--- config.mk ---
export PLATFORM = sky130hd
export DESIGN_NAME = rf_wb_arb_flat
export DESIGN_NICKNAME = d
export VERILOG_FILES = /design/src/rtl/rf_pkg.sv /design/src/rtl/rf_wb_arb_if.sv /design/src/rtl/wb_fifo.sv /design/src/rtl/rf_wb_arb.sv /design/src/flat_wrapper.sv
export SDC_FILE = /design/constraint.sdc
export NUM_CORES = 1
export LEC_CHECK = 0
export CAP_MARGIN = 15
export CELL_PAD_IN_SITES_DETAIL_PLACEMENT = 1
export CELL_PAD_IN_SITES_GLOBAL_PLACEMENT = 1
export CORE_MARGIN = 2
export CORE_UTILIZATION = 44
export CTS_CLUSTER_SIZE = 16
export DETAILED_ROUTE_END_ITERATION = 6
export PLACE_DENSITY_LB_ADDON = 0.1
export RECOVER_POWER = 100
export SYNTH_ARGS = -nofsm -noshare
export SYNTH_HDL_FRONTEND = slang
export SYNTH_SLANG_ARGS = --single-unit
export TNS_END_PERCENT = 100
--- constraint.sdc ---
create_clock -name i_clk -period 6.9 [get_ports i_clk]
set_clock_uncertainty 0.1 [all_clocks]
set_input_delay 2.07 -clock i_clk [delete_from_list [all_inputs] [get_ports i_clk]]
set_output_delay 2.07 -clock i_clk [all_outputs]
set_load 0.005 [all_outputs]
--- src/rtl/rf_pkg.sv ---
// rtl/rf_pkg.sv - shared register-file types, widths and helpers
package rf_pkg;

    localparam int REG_ADDR_W = 5;
    localparam int XLEN       = 32;
    localparam int NUM_REGS   = 32;

    typedef struct packed {
        logic [REG_ADDR_W-1:0] addr;
        logic [XLEN-1:0]       data;
    } wb_req_t;

    function automatic logic [NUM_REGS-1:0] onehot_reg(input logic [REG_ADDR_W-1:0] addr);
        logic [NUM_REGS-1:0] mask;
        mask       = '0;
        mask[addr] = 1'b1;
        return mask;
    endfunction

endpackage

--- src/rtl/rf_wb_arb_if.sv ---
// rtl/rf_wb_arb_if.sv - writeback sources, register-file write port and forwarding lookup
interface rf_wb_arb_if #(
    parameter int DEPTH = 4
);
    localparam int PTR_W = $clog2(DEPTH);

    logic             i_a_valid;
    logic             o_a_ready;
    logic [4:0]       i_a_addr;
    logic [31:0]      i_a_data;
    logic             i_b_valid;
    logic             o_b_ready;
    logic [4:0]       i_b_addr;
    logic [31:0]      i_b_data;
    logic             o_rd_wen;
    logic [4:0]       o_rd_waddr;
    logic [31:0]      o_rd_wdata;
    logic [31:0]      o_pending;
    logic [PTR_W:0]   o_count;
    logic [4:0]       i_fwd_addr;
    logic             o_fwd_hit;
    logic [31:0]      o_fwd_data;

    // Sources and issue logic drive requests and lookups.
    modport master (
        output i_a_valid, i_a_addr, i_a_data,
        output i_b_valid, i_b_addr, i_b_data,
        output i_fwd_addr,
        input  o_a_ready, o_b_ready, o_rd_wen, o_rd_waddr, o_rd_wdata,
        input  o_pending, o_count, o_fwd_hit, o_fwd_data
    );

    // The arbiter accepts requests and drives the write port.
    modport slave (
        input  i_a_valid, i_a_addr, i_a_data,
        input  i_b_valid, i_b_addr, i_b_data,
        input  i_fwd_addr,
        output o_a_ready, o_b_ready, o_rd_wen, o_rd_waddr, o_rd_wdata,
        output o_pending, o_count, o_fwd_hit, o_fwd_data
    );

endinterface

--- src/rtl/wb_fifo.sv ---
// rtl/wb_fifo.sv - source-B writeback FIFO with all entries visible to the arbiter
module wb_fifo
    import rf_pkg::*;
#(
    parameter  int DEPTH = 4,
    localparam int PTR_W = $clog2(DEPTH)
) (
    input  logic                   clk_i,
    input  logic                   rst_n_i,
    input  logic                   push_i,
    input  wb_req_t                push_req_i,
    input  logic                   pop_i,
    output logic                   full_o,
    output logic                   empty_o,
    output logic [PTR_W:0]         count_o,
    output logic [PTR_W-1:0]       rd_ptr_o,
    output wb_req_t [DEPTH-1:0]    entries_o
);

    wb_req_t [DEPTH-1:0] mem_q;
    logic [PTR_W-1:0]    rd_ptr_q, rd_ptr_d;
    logic [PTR_W-1:0]    wr_ptr_q, wr_ptr_d;
    logic [PTR_W:0]      count_q,  count_d;

    // Next pointers and occupancy; power-of-two depth makes pointer wrap free.
    always_comb begin
        rd_ptr_d = rd_ptr_q;
        wr_ptr_d = wr_ptr_q;
        count_d  = count_q;
        if (push_i) begin
            wr_ptr_d = wr_ptr_q + 1'b1;
        end
        if (pop_i) begin
            rd_ptr_d = rd_ptr_q + 1'b1;
        end
        case ({push_i, pop_i})
            2'b10:   count_d = count_q + 1'b1;
            2'b01:   count_d = count_q - 1'b1;
            default: count_d = count_q;
        endcase
    end

    // Pointer and occupancy registers.
    always_ff @(posedge clk_i) begin
        if (!rst_n_i) begin
            rd_ptr_q <= '0;
            wr_ptr_q <= '0;
            count_q  <= '0;
        end else begin
            rd_ptr_q <= rd_ptr_d;
            wr_ptr_q <= wr_ptr_d;
            count_q  <= count_d;
        end
    end

    // Entry storage; stale slots are masked by occupancy, so no reset needed.
    always_ff @(posedge clk_i) begin
        if (push_i) begin
            mem_q[wr_ptr_q] <= push_req_i;
        end
    end

    assign full_o    = (count_q == (PTR_W+1)'(DEPTH));
    assign empty_o   = (count_q == '0);
    assign count_o   = count_q;
    assign rd_ptr_o  = rd_ptr_q;
    assign entries_o = mem_q;

endmodule

--- src/rtl/rf_wb_arb.sv ---
// rtl/rf_wb_arb.sv - register-file writeback arbiter; RF_WB_FWD_EN enables forwarding lookup
module rf_wb_arb
    import rf_pkg::*;
#(
    parameter  int DEPTH = 4,
    localparam int PTR_W = $clog2(DEPTH)
) (
    input  logic        i_clk,
    input  logic        i_rst_n,
    rf_wb_arb_if.slave  bus
);

    logic                  full, empty;
    logic [PTR_W:0]        count;
    logic [PTR_W-1:0]      rd_ptr;
    wb_req_t [DEPTH-1:0]   entries;
    wb_req_t               head;
    wb_req_t               b_req;
    logic                  a_fire, b_fire, push, pop;
    logic [DEPTH-1:0]      ent_valid;

    logic                  wen_q,   wen_d;
    logic [4:0]            waddr_q, waddr_d;
    logic [31:0]           wdata_q, wdata_d;

    assign bus.o_a_ready = !full;
    assign bus.o_b_ready = !full;
    assign a_fire        = bus.i_a_valid && !full;
    assign b_fire        = bus.i_b_valid && !full;
    // x0 writes are accepted but dropped, so the FIFO never holds address 0.
    assign push          = b_fire && (bus.i_b_addr != '0);
    assign pop           = !a_fire && !empty;
    assign b_req         = '{addr: bus.i_b_addr, data: bus.i_b_data};
    assign head          = entries[rd_ptr];

    wb_fifo #(.DEPTH(DEPTH)) u_fifo (
        .clk_i      (i_clk),
        .rst_n_i    (i_rst_n),
        .push_i     (push),
        .push_req_i (b_req),
        .pop_i      (pop),
        .full_o     (full),
        .empty_o    (empty),
        .count_o    (count),
        .rd_ptr_o   (rd_ptr),
        .entries_o  (entries)
    );

    // Write-port select: A has priority, otherwise drain the FIFO head.
    always_comb begin
        wen_d   = 1'b0;
        waddr_d = waddr_q;
        wdata_d = wdata_q;
        if (a_fire) begin
            if (bus.i_a_addr != '0) begin
                wen_d   = 1'b1;
                waddr_d = bus.i_a_addr;
                wdata_d = bus.i_a_data;
            end
        end else if (pop) begin
            wen_d   = 1'b1;
            waddr_d = head.addr;
            wdata_d = head.data;
        end
    end

    // Registered register-file write port.
    always_ff @(posedge i_clk) begin
        if (!i_rst_n) begin
            wen_q   <= 1'b0;
            waddr_q <= '0;
            wdata_q <= '0;
        end else begin
            wen_q   <= wen_d;
            waddr_q <= waddr_d;
            wdata_q <= wdata_d;
        end
    end

    assign bus.o_rd_wen   = wen_q;
    assign bus.o_rd_waddr = waddr_q;
    assign bus.o_rd_wdata = wdata_q;
    assign bus.o_count    = count;

    // Occupied FIFO slots: distance from the read pointer below the count.
    always_comb begin
        ent_valid = '0;
        for (int i = 0; i < DEPTH; i++) begin
            ent_valid[i] = ({1'b0, PTR_W'(i) - rd_ptr} < count);
        end
    end

    // Pending mask over queued entries plus the in-flight output register.
    always_comb begin
        logic [NUM_REGS-1:0] pend;
        pend = '0;
        for (int i = 0; i < DEPTH; i++) begin
            if (ent_valid[i]) begin
                pend = pend | onehot_reg(entries[i].addr);
            end
        end
        if (wen_q) begin
            pend = pend | onehot_reg(waddr_q);
        end
        pend[0] = 1'b0;
        bus.o_pending = pend;
    end

`ifdef RF_WB_FWD_EN
    // Forwarding lookup: scan oldest to youngest so the youngest match wins,
    // then let the output register override as the most recent value.
    always_comb begin
        logic [PTR_W-1:0] idx;
        bus.o_fwd_hit  = 1'b0;
        bus.o_fwd_data = '0;
        if (bus.i_fwd_addr != '0) begin
            for (int k = 0; k < DEPTH; k++) begin
                idx = rd_ptr + PTR_W'(k);
                if (((PTR_W+1)'(k) < count) && (entries[idx].addr == bus.i_fwd_addr)) begin
                    bus.o_fwd_hit  = 1'b1;
                    bus.o_fwd_data = entries[idx].data;
                end
            end
            if (wen_q && (waddr_q == bus.i_fwd_addr)) begin
                bus.o_fwd_hit  = 1'b1;
                bus.o_fwd_data = wdata_q;
            end
        end
    end
`else
    assign bus.o_fwd_hit  = 1'b0;
    assign bus.o_fwd_data = '0;
`endif

endmodule

--- src/flat_wrapper.sv ---
// flat-port wrapper written by rule: the top's interface ports become plain ports
module rf_wb_arb_flat import rf_pkg::*;
#(
    parameter  int DEPTH = 4,
    localparam int PTR_W = $clog2(DEPTH)
)
  (i_clk, i_rst_n, bus_i_a_valid, bus_i_a_addr, bus_i_a_data, bus_i_b_valid, bus_i_b_addr, bus_i_b_data, bus_i_fwd_addr, bus_o_a_ready, bus_o_b_ready, bus_o_rd_wen, bus_o_rd_waddr, bus_o_rd_wdata, bus_o_pending, bus_o_count, bus_o_fwd_hit, bus_o_fwd_data);
  rf_wb_arb_if #(.DEPTH(DEPTH)) bus_i ();
  input  logic i_clk;
  input  logic i_rst_n;
  input wire logic [$bits(bus_i.i_a_valid)-1:0] bus_i_a_valid;
  input wire logic [$bits(bus_i.i_a_addr)-1:0] bus_i_a_addr;
  input wire logic [$bits(bus_i.i_a_data)-1:0] bus_i_a_data;
  input wire logic [$bits(bus_i.i_b_valid)-1:0] bus_i_b_valid;
  input wire logic [$bits(bus_i.i_b_addr)-1:0] bus_i_b_addr;
  input wire logic [$bits(bus_i.i_b_data)-1:0] bus_i_b_data;
  input wire logic [$bits(bus_i.i_fwd_addr)-1:0] bus_i_fwd_addr;
  output wire logic [$bits(bus_i.o_a_ready)-1:0] bus_o_a_ready;
  output wire logic [$bits(bus_i.o_b_ready)-1:0] bus_o_b_ready;
  output wire logic [$bits(bus_i.o_rd_wen)-1:0] bus_o_rd_wen;
  output wire logic [$bits(bus_i.o_rd_waddr)-1:0] bus_o_rd_waddr;
  output wire logic [$bits(bus_i.o_rd_wdata)-1:0] bus_o_rd_wdata;
  output wire logic [$bits(bus_i.o_pending)-1:0] bus_o_pending;
  output wire logic [$bits(bus_i.o_count)-1:0] bus_o_count;
  output wire logic [$bits(bus_i.o_fwd_hit)-1:0] bus_o_fwd_hit;
  output wire logic [$bits(bus_i.o_fwd_data)-1:0] bus_o_fwd_data;
  assign bus_i.i_a_valid = bus_i_a_valid;
  assign bus_i.i_a_addr = bus_i_a_addr;
  assign bus_i.i_a_data = bus_i_a_data;
  assign bus_i.i_b_valid = bus_i_b_valid;
  assign bus_i.i_b_addr = bus_i_b_addr;
  assign bus_i.i_b_data = bus_i_b_data;
  assign bus_i.i_fwd_addr = bus_i_fwd_addr;
  assign bus_o_a_ready = bus_i.o_a_ready;
  assign bus_o_b_ready = bus_i.o_b_ready;
  assign bus_o_rd_wen = bus_i.o_rd_wen;
  assign bus_o_rd_waddr = bus_i.o_rd_waddr;
  assign bus_o_rd_wdata = bus_i.o_rd_wdata;
  assign bus_o_pending = bus_i.o_pending;
  assign bus_o_count = bus_i.o_count;
  assign bus_o_fwd_hit = bus_i.o_fwd_hit;
  assign bus_o_fwd_data = bus_i.o_fwd_data;
  rf_wb_arb #(.DEPTH(DEPTH)) u_core (.i_clk(i_clk), .i_rst_n(i_rst_n), .bus(bus_i));
endmodule
==> results.md, run 1 <==
• clk sink count: 193
• CP Buf/Inv Count: 2
• cell count of the worst reg-to-reg path: 6
• # resized after CTS: 0
• startpoint type of the worst setup path: flip-flop
• via total after detailed routing: 6857
• Compound-Gate Fraction of Synth Area: 12.8%
• standby leakage power: 3.97 nW
• CTS tree: yes
• clock share of power: 25.7%
• Synth Cell Area: 9240 µm²
• number of placement rows: 53
• wire length per cell: 23.8 µm
• pin count of the biggest net entering global routing: 47
• fraction of final layout cells with drive strength greater than 1: 10.7%
• sequential fraction of design power: 40.5%
• Relative slew margins: -102%
• count of different cell masters after synthesis: 62
• I/O pin total: 191
• most instantiated flip-flop cell in the synthesis netlist: edfxtp_1
• most common cell in the netlist: edfxtp_1
• worst min-delay path category: flip-flop to flip-flop
• slowest stage cell on the critical path: o2111ai_1
• worst setup path class: flip-flop to output pin
• worst flop-to-flop path startpoint: u_core.u_fifo.count_o[2]
• power density normalized to cell area: 352 nW/µm²
• total global routing track utilization: 25.4%
• share of power burned in combinational logic: 33.9%
• outcome: complete, but fails checks
• mean number of vias per cell: 5.90
• Final GP Congestion: 0.909
• count of final hold-check violations: 0
• Die Footprint: 22200 µm²
• number of max-cap violations: 5
• origin of the worst setup path: u_core.u_fifo.rd_ptr_o[0]
• area occupied by multi-input gates: 3420 µm²
• violated checks: capacitance limit, slew limit
• crit path cell chain: clkbuf_2 > and2_1 > o2111ai_1 > o22ai_1 > or3_1 > dlygate4sd3_1
• async set or reset register ratio after synthesis: 0%
• number of DRC violations after detailed routing: 0
• setup TNS: 0 ns
• clock slew at the register clock pins of the worst setup and hold paths: 0.07 ns
• Synth area leaders: edfxtp_1 (48%), dfxtp_1 (9.8%), mux4_2 (9.0%), nand2_1 (3.7%), o22ai_1 (3.0%)
• Power Internal: 0.00260 W
• vertical die dimension: 149 µm
• maximum fanout encountered on the critical timing path: 27
• Final HPWL DP: 18800 µm
• achievable clock frequency: 163 MHz
• number of flip-flops and latches in the synthesized netlist: 193
• Worst VDD drop: 210 µV
• dominant combinational cell family by area after synthesis: compound AO/OA/AOI/OAI gates
• first-pass detailed-route iteration total: 5
• delay of the slowest critical-path stage: 0.92 ns
• remaining number of nets flagged by the antenna check after routing: 0
• post-CTS setup buffers: 0
• area of all sequential standard cells: 5350 µm²
• total length of routed met3 wires: 1780 µm
• number of port buffers: 151
• uppermost routed layer: met5
• count of fill cells added during filler insertion: 2125
• via count of the first global-routing pass: 7139
• Max Buffers Root-to-Sink: 2
• global-route wire length before repair: 42300 µm
• area of the core: 20800 µm²
• Top Family by Delay on Critical Path: buffers and inverters
• Pwr Total: 0.00400 W
• worst reg2reg setup slack: 2.28 ns
• area share of the leading cell type in the synthesized netlist: 48.1%
• Die Wd: 149 µm
• initial antenna violation count: 1
• reg2reg end: u_core.bus.o_rd_wdata[7]
• number of design-rule violations left by the first detailed-router iteration: 389
• area fraction in and, or, nand and nor cells after synthesis: 12.0%
• met1 wire length: 11900 µm
• multiplexer area fraction after synthesis: 9.13%
• RSZ-0062 raised after global routing: no
• Total Routed Length: 27600 µm
• met2 wire len: 13400 µm
• switching power as a share of total power: 35.0%
• total of hold buffers inserted after clock tree synthesis: 0
• top cells by count, synth: edfxtp_1 (148), nand2_1 (92), dfxtp_1 (45)
• largest area contributor in the netlist: edfxtp_1
• CTS Root Buffer Type: clkbuf_16
• CP arrival: 3.97 ns
• synthesized-area fraction occupied by xor and xnor cells: 0.569%
• Area growth syn-to-layout: 23.1%
• depth of the CTS H-tree: 4
• element type at the critical path end: output pin
• number of antenna repair diodes: 0
• min cycle time layout: 6.14 ns
• Overflow after GRT: 0
• fraction of the mapped netlist area in adder cells: 1.44%
• Mapped Avg Cell Area: 12.4 µm²
• sw power: 0.00140 W
• clock insertion delay at the later pin of the skew report: 0.44 ns
• number of max-slew violations in the final report: 175
• post-route clock period utilization: 89.0%
• # nets final: 968
• required time at the endpoint of the critical path: 4.73 ns
• end point of the critical path: bus_o_pending[7]
• Synth Instances: 745
• Stages on worst setup path: 6
• sequential share of the synthesized area: 57.9%
• Final Setup Violations: 0
• EDFF count, synth: 148
• Initial Util: 44.4%
• measured slew at the worst slew-check pin: 3.04 ns
• number of buffers added by the clock tree synthesis step: 17
• warnings from Yosys: 0
tightest hold or removal path, stage by stage, from the launching register on:
cell,delay (ns)
dfxtp_1,0.32
o21ai_1,0.13
a31oi_1,0.05
cells in the final DEF (no fill, tap or decap), types with 12 or more instances in the layout:
cell type | Yosys | routed
edfxtp_1 | 148 | 148
dfxtp_1 | 45 | 43
o21ai_0 | 12 | 39
nand2_1 | 92 | 92
a31oi_1 | 36 | 36
clkdlybuf4s50_1 | 0 | 50
nor2_1 | 38 | 38
clkbuf_16 | 0 | 17
o22ai_1 | 44 | 44
inv_1 | 17 | 17
dlygate4sd3_1 | 0 | 101
o211ai_1 | 12 | 12
or3_1 | 17 | 17
conb_1 | 1 | 34
mux4_2 | 37 | 37
metal layers:
metal,GRT usage [%],vias up
met4,7.86,2
met3,5.41,49
met5,0,-
met1,34.2,3481
met2,41.7,284
li1,-,3041
state kept, by name, indices dropped and copies added (netlist names):
name,count
u_core.u_fifo.entries_o,148
u_core.u_fifo.wr_ptr_q,2
u_core.bus.o_rd_wen,1
u_core.bus.o_rd_wdata,32
u_core.bus.o_rd_waddr,5
u_core.u_fifo.rd_ptr_o,2
u_core.u_fifo.count_o,3
power groups by stage:
stage                     Combinational [W]  Clock [W]  Sequential [W]
after floorplan                    0.000950          0         0.00154
after global placement              0.00137          0         0.00163
after detailed placement            0.00142          0         0.00164
after CTS                           0.00144    0.00104         0.00162
after global routing                0.00148    0.00109         0.00164
final                               0.00135    0.00103         0.00162
logic make-up (layout without fill, tap and decap cells):
family / Yosys count / in the layout
multiplexers: 38 / 38
flip-flops: 193 / 193
AND/OR/NAND/NOR: 222 / 222
AO/OA/AOI/OAI: 178 / 178
buffers and inverters: 97 / 207
other: 1 / 34
XOR/XNOR: 6 / 6
adder cells (fa/ha/maj): 10 / 10
worst min-delay path by stage:
stage	from	end	slack (ns)	depth (start not counted)
3_3_place_gp	u_core.bus.o_rd_wdata[5]	u_core.bus.o_rd_wdata[5]	0.41	2
5_1_grt	u_core.bus.o_rd_wdata[13]	u_core.bus.o_rd_wdata[13]	0.45	2
3_5_place_dp	u_core.bus.o_rd_wdata[3]	u_core.bus.o_rd_wdata[3]	0.42	2
6_report	u_core.bus.o_rd_wdata[13]	u_core.bus.o_rd_wdata[13]	0.44	2
2_1_floorplan	u_core.bus.o_rd_waddr[0]	u_core.bus.o_rd_waddr[0]	0.40	2
4_1_cts	u_core.bus.o_rd_wdata[3]	u_core.bus.o_rd_wdata[3]	0.43	2
stage by stage:
| stage | util (%) | worst slack, ns | hold slack (ns) | instances | instance area (µm²) |
|---|---|---|---|---|---|
| floorplan | - | 2.51 | 0.399 | 778 | 9360 |
| global placement | 51.7 | 1.67 | 0.409 | 1130 | 10800 |
| detailed placement | 51.7 | 1.68 | 0.420 | 1130 | 10800 |
| CTS | 54.8 | 1.19 | 0.435 | 1162 | 11400 |
| global route | 54.6 | 0.489 | 0.454 | 1163 | 11400 |
| finish | 54.6 | 0.757 | 0.440 | 1163 | 11400 |
area by class of cell:
class / count / share of cell area [%]
clock buffer: 18 / 3.86
clock inverter: 14 / 1.67
inverter: 17 / 0.561
multi-input combinational: 488 / 30.1
sequential: 193 / 47.1
tap: 275 / 3.03
timing repair buffer: 158 / 13.7
Note: power is estimated with default switching activity, not from simulation.
==> run 2, diff against run 1 <==
--- a/config.mk
+++ b/config.mk
@@ -9,7 +9,7 @@
 export CELL_PAD_IN_SITES_DETAIL_PLACEMENT = 1
 export CELL_PAD_IN_SITES_GLOBAL_PLACEMENT = 1
 export CORE_MARGIN = 2
-export CORE_UTILIZATION = 44
+export CORE_UTILIZATION = 37
 export CTS_CLUSTER_SIZE = 16
 export DETAILED_ROUTE_END_ITERATION = 6
 export PLACE_DENSITY_LB_ADDON = 0.1
==> constraint.sdc (replaced) <==
create_clock -name i_clk -period 5.4 [get_ports i_clk]
set_clock_uncertainty 0.1 [all_clocks]
set_input_delay 1.62 -clock i_clk [delete_from_list [all_inputs] [get_ports i_clk]]
set_output_delay 1.62 -clock i_clk [all_outputs]
set_load 0.005 [all_outputs]
==> run 2 against run 1 <==
- the flow still finishes with violations (capacitance limit, slew limit)
- highest routed layer unchanged
- first-iteration DRC count rose by 20%
- setup slack got worse by 0.55 ns
- clock power rose by 31%
- register-to-register slack got worse by 1.2 ns
- combinational power rose by 32%
- wire length rose by 2.5%
- final cell count rose by 5.0%
- non-clock buffer count rose by 7
==> results.md, run 2 (synthesis results as in run 1) <==
• end point of the critical path: bus_o_pending[13]
• initial antenna violation count: 3, +2
• Final HPWL DP: 19900 µm, +5.7%
• I/O pin total: 191, unchanged
• achievable clock frequency: 193 MHz
• # nets final: 975, +0.72%
• fraction of final layout cells with drive strength greater than 1: 11.3%, +0.59 points
• via count of the first global-routing pass: 6950, -2.6%
• mean number of vias per cell: 5.51, -6.6%
• Die Wd: 162 µm, +8.8%
• vertical die dimension: 162 µm, +8.8%
• worst min-delay path category: flip-flop to flip-flop
• Top Family by Delay on Critical Path: buffers and inverters
• most frequent standard cell in the layout excluding fill and tap cells: edfxtp_1
• setup TNS: 0 ns, unchanged
• CTS Root Buffer Type: clkbuf_16
• pin count of the biggest net entering global routing: 65, +38%
• area of the core: 24400 µm², +17%
• via total after detailed routing: 6725, -1.9%
• standby leakage power: 4.00 nW, +0.65%
• clock insertion delay at the later pin of the skew report: 0.45 ns, about the same
• number of max-slew violations in the final report: 41, -77%
• CP Buf/Inv Count: 3, +1
• power density normalized to cell area: 447 nW/µm², +27%
• Overflow after GRT: 0, unchanged
• crit path cell chain: clkbuf_4 > ha_1 > inv_1 > a21oi_2 > or3b_1 > o22ai_1 > or3_1 > dlygate4sd3_1
• Layout Utilization: 47.1%, -7.5 points
• Final Setup Violations: 0, unchanged
• depth of the CTS H-tree: 4, unchanged
• remaining number of nets flagged by the antenna check after routing: 0, unchanged
• clock slew at the register clock pins of the worst setup and hold paths: 0.09 ns, +0.02 ns
• number of design-rule violations left by the first detailed-router iteration: 465, +20%
• global-route wire length before repair: 43200 µm, +1.9%
• Relative slew margins: -6.51%, +96 points
• maximum fanout encountered on the critical timing path: 39, +44%
• slowest stage cell on the critical path: clkbuf_4
• number of DRC violations after detailed routing: 0, unchanged
• count of fill cells added during filler insertion: 2572, +21%
• origin of the worst setup path: u_core.u_fifo.rd_ptr_o[1]
• Stages on worst setup path: 8, +2
• clk sink count: 193, unchanged
• number of port buffers: 151, unchanged
• Initial Util: 37.9%, -6.5 points
• max FFs per register: 148, unchanged
• reg2reg end: u_core.bus.o_rd_wdata[15]
• startpoint type of the worst setup path: flip-flop
• delay of the slowest critical-path stage: 0.59 ns, -0.33 ns
• first-pass detailed-route iteration total: 5, unchanged
• post-CTS setup buffers: 0, unchanged
• cell count of the worst reg-to-reg path: 7, +1
• RSZ-0062 raised after global routing: no
• origin of the worst min-delay path: u_core.bus.o_rd_wdata[16]
• required time at the endpoint of the critical path: 3.68 ns, -1.05 ns
• hold slack: 0.431 ns, -0.00881 ns
• Worst VDD drop: 204 µV, -2.8%
• Total Routed Length: 28300 µm, +2.5%
• worst flop-to-flop path startpoint: u_core.u_fifo.count_o[2]
• total of hold buffers inserted after clock tree synthesis: 0, unchanged
• count of final hold-check violations: 0, unchanged
• measured slew at the worst slew-check pin: 1.60 ns, -1.44 ns
• element type at the critical path end: output pin
• commonest cells after routing, fill and taps aside: edfxtp_1 (148), dlygate4sd3_1 (101), nand2_1 (92)
• number of buffers added by the clock tree synthesis step: 17, unchanged
• wire length per cell: 23.2 µm, -2.4%
• Area growth syn-to-layout: 24.3%
• total global routing track utilization: 21.9%, -3.5 points
• min cycle time layout: 5.19 ns
• number of max-cap violations: 2, -3
• Die Footprint: 26200 µm², +18%
• violated checks: capacitance limit, slew limit
• CP arrival: 3.47 ns, -0.50 ns
• worst reg2reg setup slack: 1.12 ns, -1.16 ns
• # resized after CTS: 0, unchanged
• Max Buffers Root-to-Sink: 2, unchanged
• number of placement rows: 57, +7.5%
• Final GP Congestion: 0.850, -6.5%
• CTS tree: yes
• outcome: complete, but fails checks
• post-route clock period utilization: 96.2%
• worst setup path class: flip-flop to output pin
[run 2: changes by cell type in the layout (fill, tap and decap cells not counted), sizes merged]
cell and change:
clkbuf +6, clkinvlp +1, inv +4, diode +2
clkinv -4
[run 2: final cells by class]
| type | instances | area, µm² | area share [%] |
|---|---|---|---|
| antenna | 2 | 5.00 | 0.0436 |
| clock buffer | 17 | 425 | 3.70 |
| clock inverter | 15 | 219 | 1.91 |
| inverter | 17 | 63.8 | 0.556 |
| multi-input combinational | 488 | 3420 | 29.7 |
| sequential | 193 | 5350 | 46.6 |
| tap | 324 | 405 | 3.53 |
| timing repair buffer | 165 | 1600 | 13.9 |
[run 2: metrics by stage]
stage	cells	power, W	cell area (µm²)	setup WS (ns)
finish	1221	0.00513	11500	0.208
CTS	1218	0.00531	11500	0.282
floorplan	778	0.00318	9360	1.46
global route	1220	0.00542	11500	0.0696
global placement	1186	0.00388	10900	0.792
detailed placement	1186	0.00395	10900	0.801
[run 2: metal layers]
metal	wire, µm	GRT usage (%)
met2	13600	35.8
met3	1630	4.60
met5	12	0
met4	292	5.87
met1	12700	29.9
[run 2: worst min-delay path by stage]
stage,end,slack (ns),cells after the start
after floorplan,u_core.bus.o_rd_waddr[0],0.40,2
after global placement,u_core.bus.o_rd_wdata[25],0.41,2
after detailed placement,u_core.bus.o_rd_wdata[3],0.42,2
after CTS,u_core.bus.o_rd_wdata[3],0.43,2
after global routing,u_core.bus.o_rd_wdata[16],0.45,2
final,u_core.bus.o_rd_wdata[16],0.43,2
[run 2: where the power goes]
group          leakage [nW]  switching [W]  internal (W)
sequential             1.73       0.000166       0.00184
clock                 0.308       0.000659      0.000690
combinational          1.96       0.000990      0.000786
total                  4.00        0.00182       0.00332
[run 2: worst reg2reg max path: cells and delay by family (launching register included)]
kind,cells,cell delay (ns)
AOI/OAI and AO/OA,3,1.13
DFF,1,0.44
and+or+nand+nor,2,1.03
buffers and inverters,2,1.41
==> run 3, diff against run 2 <==
--- a/config.mk
+++ b/config.mk
@@ -5,11 +5,10 @@
 export SDC_FILE = /design/constraint.sdc
 export NUM_CORES = 1
 export LEC_CHECK = 0
-export CAP_MARGIN = 15
 export CELL_PAD_IN_SITES_DETAIL_PLACEMENT = 1
-export CELL_PAD_IN_SITES_GLOBAL_PLACEMENT = 1
+export CELL_PAD_IN_SITES_GLOBAL_PLACEMENT = 2
 export CORE_MARGIN = 2
-export CORE_UTILIZATION = 37
+export CORE_UTILIZATION = 31
 export CTS_CLUSTER_SIZE = 16
 export DETAILED_ROUTE_END_ITERATION = 6
 export PLACE_DENSITY_LB_ADDON = 0.1
==> run 3 against run 2 <==
- the flow still finishes with violations (capacitance limit, slew limit)
- wire length up 3.3%
- fmax is essentially flat
- core utilization decreased by 8.0 points
- via count is 0.45% lower
- largest cell class unchanged
- combinational power is essentially flat
- flip-flop and latch count unchanged
- global-route usage down 2.9 points
- final cell count rose by 5.2%
- first-iteration DRC count down 10%
- clock power decreased by 3%
==> results.md, run 3 (synthesis results as in run 1) <==
• pin count of the biggest net entering global routing: 52, -20%
• worst flop-to-flop path startpoint: u_core.u_fifo.count_o[2]
• Die Wd: 177 µm, +9.0%
• min cycle time layout: 5.19 ns, +0.000434 ns
• RSZ-0062 raised after global routing: no
• total placed cells including tap cells: 1251, +5.5%
• number of port buffers: 151, unchanged
• startpoint type of the worst setup path: flip-flop
• Total Routed Length: 29300 µm, +3.3%
• CTS Root Buffer Type: clkbuf_16
• clk sink count: 193, unchanged
• # nets final: 973, -0.21%
• post-route clock period utilization: 96.2%, about the same
• worst min-delay path category: flip-flop to flip-flop
• worst setup path class: flip-flop to output pin
• total of hold buffers inserted after clock tree synthesis: 0, unchanged
• delay of the slowest critical-path stage: 0.49 ns, -0.10 ns
• Die Footprint: 31200 µm², +19%
• origin of the worst min-delay path: u_core.bus.o_rd_wdata[15]
• total global routing track utilization: 19.0%, -2.9 points
• max FFs per register: 148, unchanged
• number of cells traversed by the worst hold path: 2, unchanged
• final cell count without fillers: 1284, +5.2%
• fraction of final layout cells with drive strength greater than 1: 11.3%, +0.025 points
• # resized after CTS: 0, unchanged
• depth of the CTS H-tree: 4, unchanged
• Worst VDD drop: 216 µV, +5.7%
• clock slew at the register clock pins of the worst setup and hold paths: 0.08 ns, about the same
• Layout Utilization: 39.1%, -8.0 points
• vertical die dimension: 177 µm, +9.0%
• CP arrival: 3.47 ns, about the same
• via count of the first global-routing pass: 7233, +4.1%
• measured slew at the worst slew-check pin: 1.68 ns, +0.0825 ns
• Final GP Congestion: 0.845, -0.54%
• Initial Util: 31.3%, -6.5 points
• violated checks: capacitance limit, slew limit
• number of buffers added by the clock tree synthesis step: 17, unchanged
• cell count of the worst reg-to-reg path: 6, -1
• number of design-rule violations left by the first detailed-router iteration: 417, -10%
• first-pass detailed-route iteration total: 5, unchanged
• CP Buf/Inv Count: 2, -1
• reg2reg end: u_core.bus.o_rd_wdata[18]
• achievable clock frequency: 193 MHz, about the same
• worst reg2reg setup slack: 1.48 ns, +0.36 ns
• initial antenna violation count: 2, -1
• number of placement rows: 63, +11%
• count of final hold-check violations: 0, unchanged
• mean number of vias per cell: 5.21, -5.3%
• number of DRC violations after detailed routing: 0, unchanged
• CTS tree: yes
• end point of the most critical hold path: u_core.bus.o_rd_wdata[15]
• standby leakage power: 4.00 nW, +0.16%
• Max Buffers Root-to-Sink: 2, unchanged
• clock insertion delay at the later pin of the skew report: 0.43 ns, -0.02 ns
• Area growth syn-to-layout: 24.9%
• count of fill cells added during filler insertion: 3148, +22%
• wire length per cell: 22.8 µm, -1.7%
• maximum fanout encountered on the critical timing path: 8, -79%
• required time at the endpoint of the critical path: 3.68 ns, about the same
• Top Family by Delay on Critical Path: simple AND/OR/NAND/NOR gates
• origin of the worst setup path: u_core.u_fifo.count_o[1]
• Final Setup Violations: 0, unchanged
• Final HPWL DP: 20100 µm, +1.1%
• setup TNS: 0 ns, unchanged
• via total after detailed routing: 6695, -0.45%
• Relative slew margins: -12.7%, -6.2 points
• Overflow after GRT: 0, unchanged
• element type at the critical path end: output pin
• slowest stage cell on the critical path: or3b_1
• area of the core: 29500 µm², +21%
• number of max-cap violations: 1, -1
• post-CTS setup buffers: 0, unchanged
• I/O pin total: 191, unchanged
• number of max-slew violations in the final report: 23, -44%
• most frequent standard cell in the layout excluding fill and tap cells: edfxtp_1
• global-route wire length before repair: 44500 µm, +3.1%
• commonest cells after routing, fill and taps aside: edfxtp_1 (148), dlygate4sd3_1 (102), nand2_1 (92)
• Pwr Total: 0.00511 W, -0.48%
• remaining number of nets flagged by the antenna check after routing: 0, unchanged
• outcome: complete, but fails checks
• power density normalized to cell area: 443 nW/µm², -0.93%
• crit path cell chain: inv_1 > ha_1 > a21o_1 > a21oi_1 > or3b_1 > o22ai_1 > or3_1 > clkdlybuf4s50_1
[run 3: how the worst max path moves through the flow]
stage | to | cells after the start
global placement | bus_o_pending[3] | 8
global route | bus_o_pending[3] | 8
floorplan | bus_o_pending[9] | 9
finish | bus_o_pending[5] | 8
CTS | bus_o_pending[3] | 8
detailed placement | bus_o_pending[3] | 8
[run 3: layout make-up]
class | count | area [µm²] | share of cell area (%)
diodes | 1 | 2.50 | 0.0217
clock buffers | 18 | 450 | 3.90
inverters | 17 | 63.8 | 0.553
well taps | 390 | 488 | 4.23
flip-flops and latches | 193 | 5350 | 46.4
clock inverters | 14 | 179 | 1.55
repair buffers | 163 | 1600 | 13.9
multi-input cells | 488 | 3400 | 29.5
[run 3: power breakdown]
part           leakage [nW]  switching, W  internal [W]
Combinational          1.97      0.000991      0.000799
Sequential             1.73      0.000168       0.00184
Clock                 0.306      0.000647      0.000661
[run 3: routing by layer]
metal  global-route usage (%)  vias to the layer above  wire length (µm)
met5                        0                        -                13
met4                     4.65                        2               351
met3                     3.61                       26              1400
met2                     32.0                      226             14200
met1                     25.3                     3395             13300
li1                         -                     3046                 -
[run 3: worst min-delay path, cell delays in order (launching register included)]
cell and delay [ns]:
dfxtp_1 0.32, o21ai_1 0.12, a31oi_1 0.05
[run 3: metrics by stage]
stage          hold WS [ns]  setup WS [ns]  area [µm²]
6_report              0.436          0.207       11500
2_1_floorplan         0.399           1.46        9360
4_1_cts               0.433          0.206       11600
5_1_grt               0.456         0.0536       11500
3_5_place_dp          0.418          0.707       11000
3_3_place_gp          0.408          0.759       11000
